$ cat config.mk
export PLATFORM = sky130hd
export DESIGN_NAME = jpeg_byte_stuffer
export DESIGN_NICKNAME = d
export VERILOG_FILES = /design/src/rtl/jpeg_byte_stuffer.sv
export SDC_FILE = /design/constraint.sdc
export NUM_CORES = 1
export LEC_CHECK = 0
export BUFFER_PORTS_ARGS = -buffer_cell sky130_fd_sc_hd__buf_2
export CAP_MARGIN = 0
export CORE_MARGIN = 4
export CORE_UTILIZATION = 48
export DETAILED_ROUTE_END_ITERATION = 8
export MAX_ROUTING_LAYER = met4
export PLACE_DENSITY = 0.83
export SKIP_LAST_GASP = 1
export SYNTH_ARGS = -nofsm -noshare
export SYNTH_HDL_FRONTEND = slang
export SYNTH_SLANG_ARGS = --single-unit
$ cat constraint.sdc
create_clock -name clk -period 2.1 [get_ports clk]
set_clock_uncertainty 0.15 [all_clocks]
set_input_delay 0.21 -clock clk [delete_from_list [all_inputs] [get_ports clk]]
set_output_delay 0.21 -clock clk [all_outputs]
set_load 0.02 [all_outputs]
$ cat src/rtl/jpeg_byte_stuffer.sv
// JPEG scan byte stuffer: serialises packed entropy words MSB-byte first, inserts 0x00 after
// every 0xFF data byte and optionally closes each frame with the EOI marker FF D9.
module jpeg_byte_stuffer #(
  parameter int unsigned WORD_W   = 32,
  parameter int unsigned EMIT_EOI = 1
) (
  input  logic                        clk,
  input  logic                        rst,
  input  logic                        in_valid,
  output logic                        in_ready,
  input  logic [WORD_W-1:0]           in_data,
  input  logic                        in_last,
  input  logic [$clog2(WORD_W/8):0]   in_bytes,
  output logic                        out_valid,
  input  logic                        out_ready,
  output logic [7:0]                  out_data,
  output logic                        out_last,
  output logic                        frame_done,
  output logic [15:0]                 stuff_cnt
);

  localparam int unsigned NB = WORD_W / 8;
  localparam int unsigned BW = $clog2(NB) + 1;
  localparam logic [BW-1:0] NB_B = BW'(NB);

  typedef enum logic [2:0] {StIdle, StData, StStuff, StEoiFf, StEoiD9} state_e;

  state_e            state_q, state_d, adv_state;
  logic [WORD_W-1:0] word_q;
  logic [BW-1:0]     idx_q, idx_d, adv_idx, nbytes_q, last_idx;
  logic              final_q, new_frame_q, frame_done_q;
  logic [15:0]       stuff_cnt_q;
  logic [7:0]        cur_byte;
  logic              at_end, stuff_inc, hs;

  always_comb begin
    cur_byte = 8'h00;
    for (int unsigned i = 0; i < NB; i++) begin
      if (idx_q == BW'(i)) cur_byte = word_q[WORD_W-1-8*i -: 8];
    end
  end

  assign last_idx = nbytes_q - BW'(1);
  assign at_end   = (idx_q == last_idx);
  assign hs       = out_valid && out_ready;

  // Where to go once the current data byte (and its stuff byte, if any) has been consumed.
  always_comb begin
    adv_idx   = idx_q;
    adv_state = StIdle;
    if (!at_end) begin
      adv_idx   = idx_q + BW'(1);
      adv_state = StData;
    end else if (final_q && (EMIT_EOI != 0)) begin
      adv_state = StEoiFf;
    end
  end

  always_comb begin
    state_d   = state_q;
    idx_d     = idx_q;
    in_ready  = 1'b0;
    out_valid = 1'b0;
    out_data  = 8'h00;
    out_last  = 1'b0;
    stuff_inc = 1'b0;
    unique case (state_q)
      StIdle: begin
        in_ready = 1'b1;
        if (in_valid) begin
          state_d = StData;
          idx_d   = '0;
        end
      end
      StData: begin
        out_valid = 1'b1;
        out_data  = cur_byte;
        out_last  = (EMIT_EOI == 0) && final_q && at_end && (cur_byte != 8'hFF);
        if (out_ready) begin
          if (cur_byte == 8'hFF) begin
            state_d = StStuff;
          end else begin
            state_d = adv_state;
            idx_d   = adv_idx;
          end
        end
      end
      StStuff: begin
        out_valid = 1'b1;
        out_last  = (EMIT_EOI == 0) && final_q && at_end;
        if (out_ready) begin
          stuff_inc = 1'b1;
          state_d   = adv_state;
          idx_d     = adv_idx;
        end
      end
      StEoiFf: begin
        out_valid = 1'b1;
        out_data  = 8'hFF;
        if (out_ready) state_d = StEoiD9;
      end
      StEoiD9: begin
        out_valid = 1'b1;
        out_data  = 8'hD9;
        out_last  = 1'b1;
        if (out_ready) state_d = StIdle;
      end
      default: state_d = StIdle;
    endcase
  end

  always_ff @(posedge clk) begin
    if (rst) begin
      state_q      <= StIdle;
      word_q       <= '0;
      idx_q        <= '0;
      nbytes_q     <= NB_B;
      final_q      <= 1'b0;
      stuff_cnt_q  <= '0;
      frame_done_q <= 1'b0;
      new_frame_q  <= 1'b1;
    end else begin
      state_q      <= state_d;
      idx_q        <= idx_d;
      frame_done_q <= hs && out_last;
      if (hs && out_last) new_frame_q <= 1'b1;
      if (in_valid && in_ready) begin
        word_q      <= in_data;
        final_q     <= in_last;
        nbytes_q    <= (in_last && in_bytes != '0 && in_bytes <= NB_B) ? in_bytes : NB_B;
        new_frame_q <= 1'b0;
        if (new_frame_q) stuff_cnt_q <= '0;
      end else if (stuff_inc && stuff_cnt_q != 16'hFFFF) begin
        stuff_cnt_q <= stuff_cnt_q + 16'd1;
      end
    end
  end

  assign frame_done = frame_done_q;
  assign stuff_cnt  = stuff_cnt_q;

endmodule

Yosys cells after proc, flatten, opt, wreduce, memory -nomap -nowiden
Cells that the tools add are included.

Bits in registers: 60. Output and inout port bits: 28. Logic and storage cells: 76.

Add/sub/neg operators: 3. Magnitude comparators: 1. Equal/unequal tests: 17. Mux-type cells: 31. Reduce and logical (&&, ||, !) cells: 16.

Operators by type and width (number): two-way mux 16 bit (3); two-way mux 3 bit (12); two-way mux 8 bit (4); one-hot mux 8 bit (3 select lines) (1); adder 16 x 1 -> 16 bit, second input constant (1); inequality test 16 bit, second input constant (1); one-hot mux 3 bit (5 select lines) (1); inequality test 2 bit, second input constant (7); equality test 3 x 2 -> 1 bit, second input constant (4); AND reduction 5 bit (2); one-hot mux 3 bit (3 select lines) (1); equality test 8 bit, second input constant (1); two-way mux 1 bit (7); equality test 3 x 1 -> 1 bit, second input constant (2); logical AND 1 bit (6); logical NOT 3 bit (2); nonzero test 3 bit (2); two-way mux 2 bit (2); nonzero test 2 bit (2); OR reduction 4 bit (1); adder 3 x 1 -> 3 bit, second input constant (1); equality test 3 bit (1); equality test 3 bit, second input constant (1); <= comparator 3 bit, second input constant (1); other kinds (2) (2).

Depth between registers and ports, before layout
Gate-level depths: netlist of run 1.

Depth after elaboration: 9. Gate-level depth with buffers: 9. Gate-level depth less buffers: 8.

Worst setup path before layout of run 1
No wires, ideal clock.

Path type: register -> register. Start: register idx_q[0]. End: register state_q[1]. Setup time: 0.092 ns. Data arrival time: 1.965 ns. Setup slack: -0.107 ns. Cell stages (with the launch flop): 10. Path buffers: 1. Clock period less this slack: 2.207 ns. Path through: dfxtp_1 -> ha_1 -> ha_1 -> buf_2 -> nor2_2 -> o221ai_1 -> a22oi_1 -> and4_1 -> a21oi_1 -> nor4_1.

Word-level cells in the longest chain between the ends: 9. Elaborated cells between the ends (all ways): 15. Those cells by class: eq/ne: 5; mux: 9; reduce/logical: 1.

RTL lines: from (decl) (RTL line 30) `logic [BW-1:0] idx_q, idx_d, adv_idx, nbytes_q, last_idx;`; from (signal assigned) (RTL line 124) `idx_q <= idx_d;`; logical NOT 3 bit (RTL line 39) `if (idx_q == BW'(i)) cur_byte = word_q[WORD_W-1-8*i -: 8];`; two-way mux 8 bit (4 in series) (RTL line 39); equality test 8 bit (RTL line 80) `if (cur_byte == 8'hFF) begin`; two-way mux 3 bit (RTL line 80); two-way mux 3 bit (RTL line 79) `if (out_ready) begin`; one-hot mux 3 bit (5 select lines) * (RTL line 67) `unique case (state_q)`; to (signal assigned) (RTL line 114) `state_q <= StIdle;`; to (signal assigned) (RTL line 123) `state_q <= state_d;`; to (decl) (RTL line 28) `state_e state_q, state_d, adv_state;`.

Mark *: on every way between the ends. The rest lies on a longest branch, timed or not. The select of a mux whose other input is x is not followed. A chain may end at the register's enable or synchronous reset.

Final worst setup path of run 1
Start: register idx_q[0]. End: register idx_q[1].

Word-level cells in the longest chain between the ends: 8. Elaborated cells between the ends (all ways): 18. Those cells by class: add/sub: 1; eq/ne: 6; mux: 9; reduce/logical: 2.

RTL lines (RTL line): logical NOT 3 bit (39); two-way mux 8 bit (4 in series) (39); equality test 8 bit (80); inequality test 2 bit (no source line); AND reduction 5 bit (no source line).

Parallel ways exist; a longest one is shown, timed or not. The select of a mux whose other input is x is not followed.

==> flow_metrics.py, run 1 <==
metrics = {
    "clocking": {
        "cts_tree": "yes",
        "numCtsBuffers": 9,
        "clkTransAtPathRegs_ps": 70,
        "h-tree-depth": 3,
        "cts.sinks": 60,
        "cts-root-buf": "clkbuf_8",
        "cts_buffer_depth": 2,
        "clock_latency_ps": 350,
    },
    "outcome": {
        "status": "finished, violations left",
        "violations": "setup timing",
    },
    "synthesis": {
        "synth.area.top_cells": "dfxtp_1, nand2_1, a21oi_1, xnor2_1, nor2_1",
        "syn_inst": 396,
        "synth_commonest_cells": "nand2_1, dfxtp_1, a21oi_1, nor2_1, clkbuf_1",
        "synthFlopType": "dfxtp_1",
        "synth_top_area_share_pct": 39.8,
        "ys_ff_latch": 60,
        "synth_area_leader_cell": "dfxtp_1",
        "netlist-cell-type-count": 43,
        "syn-cell-area_sq_mm": 0.00302,
        "seq_area_frac_synth_pct": 39.8,
        "synth_edf_count": 0,
        "postSynth.asyncResetShare_pct": 0,
        "avgSynthCellArea_sq_um": 7.62,
        "ys_warn_count": 0,
        "yosysMostFrequentCell": "nand2_1",
        "synth_nets": 443,
    },
    "die": {
        "chipHeight_microns": 87.3,
        "core_area_sq_mm": 0.00603,
        "num_io_pins": 68,
        "die_w_microns": 87.3,
        "rows": 28,
        "initial_core_util_pct": 50.1,
        "die_area_sq_mm": 0.00762,
    },
    "pwr": {
        "powerDensity_mw_per_mm2": 659,
        "vdd_drop_max_uv": 497,
        "p_leak_nw": 1.86,
    },
    "sta": {
        "worstMarginPinSlew_ps": 468,
        "rsz0062_at_grt": "yes",
        "finalCritPeriodShare_pct": 116,
        "relSlewSlack_pct": 68.8,
        "whs_ps": 18.9,
        "fin_ws_ps": -335,
        "fmax_mhz": 411,
        "drv_slew": 0,
        "finalHoldViolations": 0,
        "finalSetupViolCount": 14,
        "period_needed_ps": 2440,
    },
    "finish": {
        "syn_to_final_growth_pct": 47.1,
        "finalInstanceArea_sq_mm": 0.00444,
        "diodes": 0,
        "final_nets": 561,
        "layout-drive-gt1-share_pct": 29.3,
    },
    "placed_design": {
        "gp_congestion": 0.972,
        "placed_area_sq_mm": 0.00358,
        "post-dp-hpwl_microns": 5620,
        "io_buffers": 67,
        "place_ws_ps": -95.3,
    },
    "detailed_routing": {
        "wl_per_cell_microns": 16.8,
        "initialDrtViolationCount": 286,
        "detail_route.drc_violations": 0,
        "drtPass1Iterations": 5,
        "routed_wl_microns": 10000,
        "via_per_inst": 5.74,
        "ant_nets": 0,
        "vias": 3408,
    },
    "worst_hold_path": {
        "min_path_type": "in2reg",
    },
    "global_route": {
        "grt_max_degree": 38,
        "track_usage_pct": 25.5,
        "antenna_found_initial": 0,
        "grt_pass1_vias": 3222,
        "grt_pass1_wl_microns": 15000,
        "overflow": 0,
    },
    "critical_path": {
        "cp_max_fo": 6,
        "crit_type": "reg2reg",
        "worstSetupEndpointType": "register",
        "startpoint_type": "register",
        "reg2reg_slack_ps": -340,
        "arrival_ps": 2550,
        "required_ps": 2210,
    },
    "job": {
        "drv_cap": 0,
    },
}
[worst paths after layout]
path,to,depth (start not counted),startpoint
min,nbytes_q[1],4,in_bytes[2]
max reg2reg,idx_q[1],11,idx_q[0]
max,idx_q[1],11,idx_q[0]
min reg2reg,nbytes_q[1],2,nbytes_q[1]
[what timing repair did]
item | CTS | global route
setup buffers | 5 | 2
endpoints found under the hold margin | 35 | 0
setup endpoints to repair | 13 | 30
pin swaps | 14 | 13
hold buffers | 35 | 0
resized for setup | 33 | 16
[state kept, by name, indices dropped and copies added (netlist names)]
name         cells
nbytes_q         3
frame_done       1
word_q          32
state_q          3
final_q          1
new_frame_q      1
idx_q            3
stuff_cnt       16
[cells by family (layout without fill, tap and decap cells)]
| family | count (synthesis) | count (layout) | synth area share [%] |
|---|---|---|---|
| flops | 60 | 60 | 39.8 |
| buf+inv | 33 | 156 | 4.48 |
| simple gates | 184 | 184 | 28.2 |
| compound gates | 97 | 97 | 19.8 |
| fa+ha+maj | 7 | 7 | 2.90 |
| xor+xnor | 15 | 15 | 4.81 |
[worst max-delay path, cell delays in order, from the launching register on]
cell,delay (ps)
dfxtp_4,370
ha_4,170
ha_4,170
nor2_4,240
buf_12,150
o221ai_4,100
buf_6,140
a22oi_2,220
and4_4,280
buf_4,120
nand3_2,70
a31oi_1,160
[cell usage in the layout (no fill, tap or decap), drive strengths merged, types with 6 or more instances in the layout]
| cell | count |
|---|---|
| a21o | 8 |
| a21oi | 46 |
| a31oi | 6 |
| and3b | 8 |
| buf | 93 |
| clkbuf | 12 |
| dfxtp | 60 |
| dlygate4sd3 | 35 |
| ha | 7 |
| inv | 11 |
| nand2 | 99 |
| nand3 | 13 |
| nor2 | 27 |
| nor3 | 9 |
| o21ai | 14 |
| o221ai | 8 |
| xnor2 | 12 |
[power breakdown]
part,internal [mW],leakage (nW),total [mW],switching [mW]
Sequential,1.18,0.491,1.21,0.0350
Combinational,0.183,1.25,0.387,0.204
Clock,0.852,0.127,1.32,0.472
[layer usage]
| layer | track usage [%] | share of wire [%] | vias to the layer above |
|---|---|---|---|
| met5 | - | 0 | - |
| met4 | 15.2 | 4.0 | 0 |
| met3 | 4.35 | 5.8 | 43 |
| met2 | 40.9 | 50 | 147 |
| met1 | 29.8 | 41 | 1591 |
| li1 | - | - | 1627 |
[per-stage QoR]
stage,setup TNS (ps),total power [mW],instances,utilization (%)
2_1_floorplan,0,1.41,396,-
3_3_place_gp,0,1.51,536,59.4
3_5_place_dp,-352,1.52,536,59.4
4_1_cts,-1700,2.89,592,71.9
5_1_grt,-3540,3.01,594,73.7
6_report,-2950,2.92,594,73.7
[final cells by class]
cell class / count / area [sq um]
repair buffers: 128 / 956
well taps: 75 / 93.8
flip-flops and latches: 60 / 1210
inverters: 12 / 45.0
multi-input cells: 303 / 1890
clock inverters: 4 / 95.1
clock buffers: 12 / 155
fillers: 414 / 1590
Power figures use the tool's default switching activity.
==> run 2: changes to the inputs <==
HOLD_SLACK_MARGIN = 0.1   (was not set)
==> run 2 against run 1 <==
Against the previous run:
- the run still ends with setup timing left
- wire length decreased by 1.4%
- global-route usage shrank 0.14 points
- utilization up 0.48 points
- sequential share of layout area fell by 0.18 points
- final area rose by 0.65%
- maximum frequency up 2.2%
- die area unchanged
- critical path type is now reg2out
- largest power group unchanged
- sequential power about the same
- sequential cell count did not move
- total power rose by 0.10%
- clock power about the same
- combinational power rose by 3%
==> flow_metrics.py, run 2 (synthesis gave the netlist of run 1 again) <==
metrics = {
    "worst_hold_path": {
        "min_path_type": "in2reg",
        "min_delay_path_depth": 2,
    },
    "outcome": {
        "status": "finished, violations left",
        "violations": "setup timing",
    },
    "detailed_routing": {
        "routed_wl_microns": 9860,
        "drtPass1Iterations": 5,
        "wl_per_cell_microns": 16.5,
        "via_per_inst": 5.77,
        "vias": 3457,
        "detail_route.drc_violations": 0,
        "ant_nets": 0,
        "initialDrtViolationCount": 305,
    },
    "sta": {
        "rsz0062_at_grt": "yes",
        "fmax_mhz": 420,
        "period_needed_ps": 2380,
        "finalHoldViolations": 0,
        "finalCritPeriodShare_pct": 113,
        "fin_ws_ps": -282,
        "finalSetupViolCount": 13,
        "relSlewSlack_pct": 69.2,
        "worstMarginPinSlew_ps": 462,
        "tns_ps": -2900,
        "drv_slew": 0,
    },
    "pwr": {
        "p_leak_nw": 1.88,
        "power_frac_clock_pct": 45.0,
        "power.total_mw": 2.93,
        "internal-power_mw": 2.22,
        "p_comb_share_pct": 13.6,
        "powerDensity_mw_per_mm2": 655,
        "vdd_drop_max_uv": 505,
        "p_switching_mw": 0.704,
        "p_sw_share_pct": 24.1,
        "power_frac_seq_pct": 41.4,
    },
    "die": {
        "num_io_pins": 68,
        "initial_core_util_pct": 50.1,
        "rows": 28,
        "core_area_sq_mm": 0.00603,
        "die_area_sq_mm": 0.00762,
        "chipHeight_microns": 87.3,
        "die_w_microns": 87.3,
    },
    "finish": {
        "final_nets": 566,
        "layout-drive-gt1-share_pct": 29.2,
        "diodes": 0,
        "largest_reg_flops": 32,
        "final_common_cell": "nand2_1",
        "layout_common_cells": "nand2_1, buf_2, dfxtp_1",
        "syn_to_final_growth_pct": 48.1,
        "top_register": "word_q",
    },
    "critical_path": {
        "crit_type": "reg2out",
        "startpoint_type": "register",
        "reg2reg_slack_ps": -280,
        "worstSetupEndpointType": "output port",
        "reg2reg_depth": 10,
        "cp_max_fo": 8,
        "arrival_ps": 2020,
        "required_ps": 1740,
    },
    "job": {
        "drv_cap": 0,
    },
    "global_route": {
        "track_usage_pct": 25.4,
        "grt_pass1_wl_microns": 14900,
        "overflow": 0,
        "grt_pass1_vias": 3184,
        "grt_max_degree": 38,
        "antenna_found_initial": 0,
    },
    "clocking": {
        "cts-root-buf": "clkbuf_8",
        "clock_latency_ps": 350,
        "cts.sinks": 60,
        "h-tree-depth": 3,
        "clkTransAtPathRegs_ps": 70,
        "cts_buffer_depth": 2,
        "cts_tree": "yes",
        "numCtsBuffers": 9,
    },
    "placed_design": {
        "gp_congestion": 0.972,
        "io_buffers": 67,
        "post-dp-hpwl_microns": 5620,
    },
}
run 2: changes by cell type in the layout (fill, tap and decap cells not counted), sizes merged:
| cell | previous run | this run |
|---|---|---|
| dlygate4sd3 | 35 | 37 |
| buf | 93 | 96 |
run 2: layer usage:
metal	global-route usage, %	part of all wire, %	routed length, microns
met1	30.4	40	3920
met2	41.1	49	4850
met5	-	0	0
met3	4.82	7.0	692
met4	11.7	4.0	391
run 2: power by group through the flow:
stage / logic, mW / clock network, mW / registers [mW]
after CTS: 0.362 / 1.32 / 1.21
final: 0.399 / 1.32 / 1.21
after floorplan: 0.185 / 0 / 1.22
after global placement: 0.279 / 0 / 1.23
after global routing: 0.431 / 1.38 / 1.21
after detailed placement: 0.288 / 0 / 1.23
run 2: final timing paths:
kind,from,endpoint
worst max register to register,idx_q[0],state_q[1]
worst min register to register,nbytes_q[1],nbytes_q[1]
worst min-delay path,rst,stuff_cnt[0]
worst max-delay path,idx_q[0],out_data[6]
run 2: worst max-delay path, cell delays in order (launching register included):
cell and delay, ps:
dfxtp_4 370, ha_4 160, ha_4 170, nor2_4 270
buf_6 150, o221ai_4 90, a31o_2 280, nand2_2 70
buf_6 120
run 2: stage by stage:
| step | hold slack, ps | instances | worst slack (ps) | area, sq um | utilization [%] |
|---|---|---|---|---|---|
| floorplan | 196 | 396 | 1.46 | 3090 | - |
| global placement | 292 | 536 | 8.11 | 3580 | 59.4 |
| detailed placement | 297 | 536 | -95.3 | 3580 | 59.4 |
| CTS | 131 | 594 | -170 | 4350 | 72.3 |
| global route | 159 | 599 | -341 | 4470 | 74.1 |
| finish | 143 | 599 | -282 | 4470 | 74.1 |
run 2: repair_timing:
item	4_1_cts	5_1_grt
pin swaps	14	18
endpoints found under the hold margin	38	0
gates resized for setup	33	19
endpoints found under the setup margin	13	30
hold buffers	37	0
setup buffers	5	5
run 2: final cells by class:
cell class | instances | area (sq um)
fill | 411 | 1560
sequential | 60 | 1210
clock buffer | 12 | 155
inverter | 12 | 45.0
multi-input combinational | 303 | 1870
tap | 75 | 93.8
timing repair buffer | 133 | 997
clock inverter | 4 | 95.1
